===== src/rtl/ac_seq_ctrl.sv =====
// rtl/ac_seq_ctrl.sv - quadrant sequencer building an approximate 8x8 product from a shared 4x4 multiplier
//
// Ports:
//   clk, rst              clock and synchronous active-high reset
//   in_valid/in_ready     request handshake; in_a, in_b operands, in_exact forces exact mode
//   pp_a, pp_b, pp_sel    nibble operands and mode driven to the external 4x4 multiplier
//   pp_prod               combinational 4x4 product returned in the same cycle
//   out_valid/out_ready   result handshake; out_prod holds the accumulated product
//   busy                  high whenever the sequencer is not idle
module ac_seq_ctrl #(
  parameter int ZERO_SKIP = 1
) (
  input  logic        clk,
  input  logic        rst,
  input  logic        in_valid,
  output logic        in_ready,
  input  logic [7:0]  in_a,
  input  logic [7:0]  in_b,
  input  logic        in_exact,
  output logic [3:0]  pp_a,
  output logic [3:0]  pp_b,
  output logic [1:0]  pp_sel,
  input  logic [7:0]  pp_prod,
  output logic        out_valid,
  input  logic        out_ready,
  output logic [15:0] out_prod,
  output logic        busy
);

  typedef enum logic [2:0] {
    IDLE = 3'd0,
    LL   = 3'd1,
    LH   = 3'd2,
    HL   = 3'd3,
    HH   = 3'd4,
    DONE = 3'd5
  } state_t;

  state_t      state, state_next;
  logic [7:0]  a_r, b_r;
  logic        exact_r;
  logic [15:0] acc;
  logic [15:0] addend;
  logic [3:0]  need_in, need_r;

  // Bit i set means quadrant i (LL, LH, HL, HH) has to be computed.
  function automatic logic [3:0] need_mask(input logic [7:0] a, input logic [7:0] b);
    logic [3:0] m;
    m[0] = (ZERO_SKIP == 0) || ((a[3:0] != 4'd0) && (b[3:0] != 4'd0));
    m[1] = (ZERO_SKIP == 0) || ((a[3:0] != 4'd0) && (b[7:4] != 4'd0));
    m[2] = (ZERO_SKIP == 0) || ((a[7:4] != 4'd0) && (b[3:0] != 4'd0));
    m[3] = (ZERO_SKIP == 0) || ((a[7:4] != 4'd0) && (b[7:4] != 4'd0));
    return m;
  endfunction

  function automatic state_t first_of(input logic [3:0] m);
    if (m[0])      return LL;
    else if (m[1]) return LH;
    else if (m[2]) return HL;
    else if (m[3]) return HH;
    else           return DONE;
  endfunction

  assign need_in   = need_mask(in_a, in_b);
  assign need_r    = need_mask(a_r, b_r);
  // Gated by rst so no handshake is ever advertised while reset is applied.
  assign in_ready  = (state == IDLE) && !rst;
  assign out_valid = (state == DONE);
  assign busy      = (state != IDLE);
  assign out_prod  = acc;

  always_comb begin
    state_next = state;
    pp_a       = 4'd0;
    pp_b       = 4'd0;
    pp_sel     = 2'd0;
    addend     = 16'd0;
    case (state)
      IDLE: begin
        if (in_valid) state_next = first_of(need_in);
      end
      LL: begin
        pp_a       = a_r[3:0];
        pp_b       = b_r[3:0];
        pp_sel     = exact_r ? 2'd0 : 2'd3;
        addend     = {8'd0, pp_prod};
        state_next = first_of(need_r & 4'b1110);
      end
      LH: begin
        pp_a       = a_r[3:0];
        pp_b       = b_r[7:4];
        pp_sel     = exact_r ? 2'd0 : 2'd2;
        addend     = {4'd0, pp_prod, 4'd0};
        state_next = first_of(need_r & 4'b1100);
      end
      HL: begin
        pp_a       = a_r[7:4];
        pp_b       = b_r[3:0];
        pp_sel     = exact_r ? 2'd0 : 2'd2;
        addend     = {4'd0, pp_prod, 4'd0};
        state_next = first_of(need_r & 4'b1000);
      end
      HH: begin
        pp_a       = a_r[7:4];
        pp_b       = b_r[7:4];
        pp_sel     = exact_r ? 2'd0 : 2'd1;
        addend     = {pp_prod, 8'd0};
        state_next = DONE;
      end
      DONE: begin
        if (out_ready) state_next = IDLE;
      end
      default: state_next = IDLE;
    endcase
  end

  always_ff @(posedge clk) begin
    if (rst) begin
      state   <= IDLE;
      acc     <= 16'd0;
      a_r     <= 8'd0;
      b_r     <= 8'd0;
      exact_r <= 1'b0;
    end else begin
      state <= state_next;
      if (state == IDLE && in_valid) begin
        a_r     <= in_a;
        b_r     <= in_b;
        exact_r <= in_exact;
        acc     <= 16'd0;
      end else begin
        // addend is zero outside the quadrant states; wraps modulo 2^16.
        acc <= acc + addend;
      end
    end
  end

endmodule


===== config.mk =====
export PLATFORM = sky130hd
export DESIGN_NAME = ac_seq_ctrl
export DESIGN_NICKNAME = d
export VERILOG_FILES = /design/src/rtl/ac_seq_ctrl.sv
export SDC_FILE = /design/constraint.sdc
export NUM_CORES = 1
export LEC_CHECK = 0
export ABC_AREA = 1
export CORE_MARGIN = 2
export CORE_UTILIZATION = 55
export DETAILED_ROUTE_END_ITERATION = 8
export GPL_ROUTABILITY_DRIVEN = 0
export GPL_TIMING_DRIVEN = 0
export PLACE_DENSITY = 0.86
export SETUP_SLACK_MARGIN = 0.4
export SLEW_MARGIN = 20
export SYNTH_ARGS = -nofsm -noshare
export SYNTH_HDL_FRONTEND = slang
export SYNTH_SLANG_ARGS = --single-unit

===== constraint.sdc =====
create_clock -name clk -period 4.1 [get_ports clk]
set_input_delay 0.82 -clock clk [delete_from_list [all_inputs] [get_ports clk]]
set_output_delay 0.82 -clock clk [all_outputs]
set_load 0.005 [all_outputs]

# Word-level counts from Yosys, hierarchy flattened
# Cells that the tools add are included.
# word_totals
elab_cells	57
output_inout_bits	29
regBits	36
# classes
reduce_logical	27
eq_ne	7
n_addsub	1
mux	17
# ops
cell	n
one-hot mux 16 bit (3 select lines)	1
nonzero test 4 bit	8
2-to-1 mux 3 bit	7
one-hot mux 3 bit (6 select lines)	1
adder 16 bit	1
one-hot mux 4 bit (2 select lines)	2
OR reduction 2 bit	6
logical AND 1 bit	9
== test 3 x 2 -> 1 bit (second input constant)	2
== test 3 bit (second input constant)	2
one-hot mux 2 bit (3 select lines)	1
2-to-1 mux 2 bit	2
== test 3 x 1 -> 1 bit (second input constant)	1
zero test 3 bit	1
2-to-1 mux 1 bit	3
nonzero test 3 bit	1
!= test 2 x 1 -> 1 bit (second input constant)	1
!= test 2 bit (second input constant)	1
AND reduction 2 bit	1
zero test 1 bit	1

# Logic depth before layout (Yosys ltp)
# Gate-level depths: netlist (run 1).
# depth
depth_word	8
mapped_depth	14
ltp_nobuf	14

# Worst setup path before layout (run 1)
# No wires, ideal clock.
# synth_timing
kind	input-to-reg
startpoint	input port pp_prod[0]
endpoint	register acc[8] (netlist: out_prod[8])
cell_stages	9
path_buffers	0
required_ps	4030
t_arrival_ps	2078
setup_time_ps	70
slack_ps	1952
path_cell_list	inv_1 -> nor2_1 -> ha_1 -> fa_1 -> nand3_1 -> nand3_1 -> a21oi_1 -> o21ai_1 -> a21oi_1
# synth_via
elab_chain_len	2
# synth_rtl
element	line_no	source
start: declaration	23	input logic [7:0] pp_prod,
one-hot mux 16 bit (3 select lines)	78	case (state)
adder 16 bit	133	acc <= acc + addend;
end signal: assignment	133	
end: declaration	42	logic [15:0] acc;
# Every way passes these cells.
# A chain may end at the register's enable or synchronous reset.

# Worst setup path after layout (run 1)
# layout_timing
startpoint	register state[1]
endpoint	output port pp_b[2]
# layout_via
elab_chain_len	3
# layout_rtl
element	line_no	source
start: declaration	39	state_t state, state_next;
start signal: assignment	125	state <= state_next;
== test 3 x 2 -> 1 bit (tied with other cells)	78	
OR reduction 2 bit (no line)	--	
one-hot mux 4 bit (2 select lines) (*)	78	
end: declaration	21	output logic [3:0] pp_b,
# Mark *: on every way between the ends. The rest lies on a longest branch, timed or not.

==> results.txt, run 1 <==
Run status = finished clean
Top cell family by delay on the critical path = buffers and inverters
Initial core utilization = 0.580
Post-route insts no fill = 523
Initial antenna violation count = 0
Worst-skew pair later-pin latency = 0.29 ns
Synth top area cells = dfxtp_1, nand2_1, inv_1, ha_1, a21oi_1
CP Buf/Inv Count = 3
Hold/Removal Path Class = reg2reg
Worst relative slew slack = 0.789
RSZ-0062 raised after global routing = false
# setup viols final = 0
# Post-CTS Setup Buffers = 0
Worst EP arrival = 2.02 ns
Slew @ Worst Pin = 0.315 ns
Crit Path Max Fanout = 10
Total stage count of the critical path = 7
WL final = 6490 µm
P&R area growth vs syn = 28.1%
Crit-path slowest cell = dfxtp_1
# H-tree levels = 2
Largest net degree at the start of global routing = 13
Grt ovf = 0
Antenna-violating nets left = 0
DR WL/cell = 12.4 µm
Clk buf depth = 2
Chip height = 72.5 µm
GRT Total Usage = 0.266
Design Area, Final = 0.00330 mm²
Syn Std Cell Area = 0.00258 mm²
Vias/cell = 5.33
Largest area contributor in the synthesized netlist = dfxtp_1
Setup TNS = 0 ns
Sequential area share after synthesis = 0.279
Leak = 1.54 nW
I/O Pins = 58
# rows = 24
Min cycle time layout = 2.84 ns
Clock sinks = 36
Hpwl dp = 5250 µm
Fillers = 396
Worst Skew = 0.00312 ns
Peak supply drop = 0.000325 V
Register bit total from synthesis = 36
FF/Latch Area = 721 µm²
Fin. max-slew vios = 0
Post-route DRC violation count = 0
Util after Layout = 0.743
CP required = 3.28 ns
Syn nets = 451
Unique masters post-synth = 32
Multi-input logic area = 0.00152 mm²
First-pass GRT wire length = 11,000 µm
Synth cell count leaders = nand2_1, inv_1, nor2_1
Post-synth EDFFs = 0
Crit Path Category = reg2out
Die Width = 72.5 µm
Async set or reset register ratio after synthesis = 0
Achievable Freq = 0.353 GHz
Share of Yosys cell area claimed by the top area cell type = 0.279
Slowest stage delay, CP = 0.46 ns
Core Footprint = 0.00444 mm²
Pwr dens = 628 mW/mm²
Die ar. = 0.00525 mm²
Reg2reg path depth = 11
DR pass1 iterations = 4
Cells after Synth = 406
Crit start category = register
Most common flop cell mapped by yosys = dfxtp_1
Final hold viol count = 0
Synthesized area per cell = 6.35 µm²
CTS resizes = 0
Fin crit share = 0.692
# diodes = 0
Clock root cell = clkbuf_8
Layout cells sized above 1 = 0.0764
Vias = 2,785
CTS Buf Count = 5
Buffers on Ports = 57
Synth warnings = 0
Top-count cell post-synth = nand2_1
DP Area = 0.00321 mm²
Iteration-0 DRC Markers = 138
Hold path cells = 2
CTS tree = built
CP Cell Sequence = nor2_4 -> nand2_2 -> buf_6 -> inv_1 -> nor2_1 -> o22ai_1 -> clkdlybuf4s50_1
DP Worst Slack = 1.32 ns
Hold bufs inserted after CTS = 0
Clock slew at reported path FFs = 0.08 ns
Final setup margin = 1.26 ns
Final nets = 515
Max_cap viols = 0
Setup crit end kind = output pin
Dpl cells = 515
Number of global-route vias before repair = 2,612
## layout make-up
class | instances | area share
repair buffers | 57 | 0.173
well taps | 52 | 0.0197
clock buffers | 6 | 0.0220
clock inverters | 2 | 0.00492
plain buffers | 7 | 0.0163
flip-flops and latches | 36 | 0.218
inverters | 76 | 0.0871
multi-input cells | 287 | 0.459
## metrics by stage
stage / hold slack, ns / total power, mW
3_5_place_dp: 0.461 / 1.81
4_1_cts: 0.473 / 2.08
3_3_place_gp: 0.461 / 1.79
2_1_floorplan: 0.444 / 1.38
6_report: 0.472 / 2.07
5_1_grt: 0.501 / 2.26
## registers in the layout, summed over array words and instances (netlist names)
name	flops
b_r	8
exact_r	1
a_r	8
out_prod	16
state	3
## power breakdown
part,switching [mW],leakage [nW],total (mW),internal (mW)
logic,0.731,1.20,1.27,0.543
clock network,0.139,0.0414,0.260,0.121
registers,0.0741,0.295,0.541,0.467
## per-layer routing
metal  GRT usage  vias to the layer above  part of all wire
li1            -                     1433                 -
met1       0.303                     1232              0.39
met2       0.491                      102              0.52
met3      0.0556                       18             0.062
met4      0.0864                        0             0.024
met5           0                        -                 0
## tightest hold or removal path: cells and delay by family (launching register included)
family / cells / cell delay [ns]
AOI/OAI and AO/OA: 1 / 0.05
DFF: 1 / 0.32
buffers and inverters: 1 / 0.06
## cells by family after synthesis
kind of cell,Yosys count,share of synthesized area
adder cells (fa/ha/maj),16,0.0805
XOR/XNOR,1,0.00631
AO/OA/AOI/OAI,85,0.188
buffers and inverters,83,0.132
flip-flops,36,0.279
AND/OR/NAND/NOR,185,0.313
## cells in the final DEF, fill, tap and decap left out, types with 2 or more instances in the layout
| master | n |
|---|---|
| nand2_1 | 89 |
| inv_1 | 71 |
| clkdlybuf4s50_1 | 57 |
| nor2_1 | 48 |
| a21oi_1 | 36 |
| dfxtp_1 | 36 |
| nand3_1 | 28 |
| o22ai_1 | 16 |
| o21ai_1 | 16 |
| ha_1 | 15 |
| a21oi_2 | 8 |
| o21ai_0 | 6 |
| clkbuf_8 | 5 |
| inv_2 | 4 |
| nor3_1 | 4 |
| nand4_1 | 4 |
| nand2_2 | 3 |
| buf_4 | 3 |
| nor2_4 | 2 |
| buf_6 | 2 |
| clkbuf_1 | 2 |
| or2_1 | 2 |
## worst paths after layout
check,startpoint,end,slack (ns)
worst min-delay path,a_r[3],a_r[3],0.47
worst max-delay path,state[1],pp_b[2],1.26
worst min register to register,a_r[3],a_r[3],0.47
worst max register to register,state[1],out_prod[8],1.75
No activity file was read; power rests on OpenSTA's default activity.
==> inputs of run 2 (changes only) <==
Settings changed: CORE_UTILIZATION 55 to 46, PLACE_DENSITY 0.86 to 0.77.
Clock period 4.1 ns to 2.4 ns, I/O delays scaled along.
==> run 2 against run 1 <==
Net effect: sequential power increased by 84%; via count increased by 12%; critical endpoint is now out_prod[13]; cell count up 9.2%; routed wire length grew 32%; register-to-register slack worse by 1.4 ns; sequential cell count did not move; critical path type is now reg2reg; clock-buffer cell count is the same; combinational power increased by 140%; core utilization down 2.1 points; clock skew rose by 0.0014 ns.
==> results.txt, run 2 (same netlist as run 1, synthesis figures left out) <==
Run status = finished clean
Hold bufs inserted after CTS = 0 (unchanged)
I/O Pins = 58 (unchanged)
Buffers on Ports = 57 (unchanged)
Dpl cells = 535 (+3.9%)
DR pass1 iterations = 5 (+1)
Slowest stage delay, CP = 0.37 ns (-0.09 ns)
Initial antenna violation count = 0 (unchanged)
Crit start category = register
DR WL/cell = 15.0 µm (+21%)
Post-route DRC violation count = 0 (unchanged)
Clock sinks = 36 (unchanged)
Antenna-violating nets left = 0 (unchanged)
Achievable Freq = 0.481 GHz
Largest net degree at the start of global routing = 12 (-1)
Setup crit end kind = register
Number of global-route vias before repair = 2,804 (+7.4%)
# rows = 27 (+13%)
Worst EP arrival = 2.28 ns (+0.26 ns)
Fin. max-slew vios = 0 (unchanged)
Fin crit share = 0.867
First-pass GRT wire length = 12,000 µm (+9.2%)
CP required = 2.60 ns (-0.68 ns)
CP Cell Sequence = nor2_4 -> nand2_2 -> buf_6 -> buf_4 -> nor2_2 -> ha_4 -> nand2_1 -> nand2_1 -> o21bai_1 -> nor2_1 -> nand2_1 -> nand2_1 -> a21oi_2
Core Footprint = 0.00547 mm² (+23%)
Slew @ Worst Pin = 0.312 ns (-0.00325 ns)
Vias/cell = 5.47 (+2.7%)
CTS Buf Count = 5 (unchanged)
Most common cell after layout, fill and taps aside = nand2_1
Total power = 4.57 mW (+120%)
Crit-path slowest cell = dfxtp_4
Peak supply drop = 0.000554 V (+70%)
Leak = 1.76 nW (+14%)
Final nets = 543 (+5.4%)
P&R area growth vs syn = 53.3%
Post-route insts no fill = 571 (+9.2%)
Clk buf depth = 2 (unchanged)
Die ar. = 0.00622 mm² (+18%)
CP Buf/Inv Count = 2 (-1)
Total stage count of the critical path = 13 (+6)
Worst relative slew slack = 0.791 (+0.00229)
Layout cells sized above 1 = 0.301 (+0.224)
CTS tree = built
Vias = 3,122 (+12%)
RSZ-0062 raised after global routing = true
Clock root cell = clkbuf_8
# H-tree levels = 2 (unchanged)
# diodes = 0 (unchanged)
Chip height = 78.9 µm (+8.8%)
Initial core utilization = 0.471 (-0.109)
Die Width = 78.9 µm (+8.8%)
Worst Skew = 0.00452 ns (+0.00140 ns)
Setup TNS = 0 ns (unchanged)
Most frequent cells in the layout = nand2_1, inv_1, nor2_1, clkdlybuf4s50_1, dfxtp_1
Hold path cells = 2 (unchanged)
Final hold viol count = 0 (unchanged)
Pwr dens = 1160 mW/mm² (+84%)
Clock slew at reported path FFs = 0.08 ns (about the same)
Max_cap viols = 0 (unchanged)
Worst-skew pair later-pin latency = 0.30 ns (about the same)
Min cycle time layout = 2.08 ns
Top cell family by delay on the critical path = simple AND/OR/NAND/NOR gates
Max reg flops = 16 (unchanged)
Crit Path Max Fanout = 7 (-3)
WL final = 8580 µm (+32%)
Reg2reg path depth = 13 (+2)
Hpwl dp = 5380 µm (+2.5%)
CP dominant cell by count = nand2_1
Crit Path Category = reg2reg
# setup viols final = 0 (unchanged)
Iteration-0 DRC Markers = 237 (+72%)
GRT Total Usage = 0.245 (-0.0211)
Hold/Removal Path Class = reg2reg
Grt ovf = 0 (unchanged)
## run 2: worst reg2reg max path: stages (launching register included)
cell and delay (ns):
dfxtp_4 0.37, nor2_4 0.12, nand2_2 0.07, buf_6 0.15, buf_4 0.16, nor2_2 0.12, ha_4 0.24, nand2_1 0.09
nand2_1 0.08, o21bai_1 0.17, nor2_1 0.17, nand2_1 0.07, nand2_1 0.10, a21oi_2 0.06
## run 2: layout make-up
type                       instances  area, µm²
buffer                             7       61.3
clock buffer                       6       72.6
clock inverter                     2       35.0
fill                             437       1520
inverter                          76        298
multi-input combinational        287       1920
sequential                        36        732
tap                               72       90.1
timing repair buffer              85        744
## run 2: power by group
part | switching, mW | internal (mW)
logic | 1.64 | 1.40
registers | 0.183 | 0.813
clock network | 0.239 | 0.308
## run 2: final timing paths
kind | from | to | slack [ns]
max reg2reg | state[0] | out_prod[13] | 0.32
max | state[0] | out_prod[13] | 0.32
min reg2reg | b_r[1] | b_r[1] | 0.48
min | b_r[1] | b_r[1] | 0.48
## run 2: repair_timing
action / CTS / global route
setup buffers: 15 / 12
endpoints found under the setup margin: 23 / 23
gates resized for setup: 61 / 81
pin swaps: 21 / 35
cloned: 1 / 0
## run 2: through the flow
step / hold WS, ns / setup WS (ns) / cell area, µm² / utilization
finish: 0.482 / 0.319 / 3950 / 0.722
global route: 0.505 / 0.259 / 3950 / 0.722
CTS: 0.477 / 0.370 / 3590 / 0.655
detailed placement: 0.466 / -0.0216 / 3250 / 0.593
global placement: 0.461 / 0.0144 / 3250 / 0.593
floorplan: 0.444 / 0.438 / 2590 / -
## run 2: per-layer routing
layer | vias up | share of wire | GRT usage
li1 | 1496 | - | -
met1 | 1433 | 0.38 | 0.270
met2 | 156 | 0.53 | 0.466
met3 | 37 | 0.055 | 0.0420
met4 | 0 | 0.039 | 0.0897
met5 | - | 0 | 0
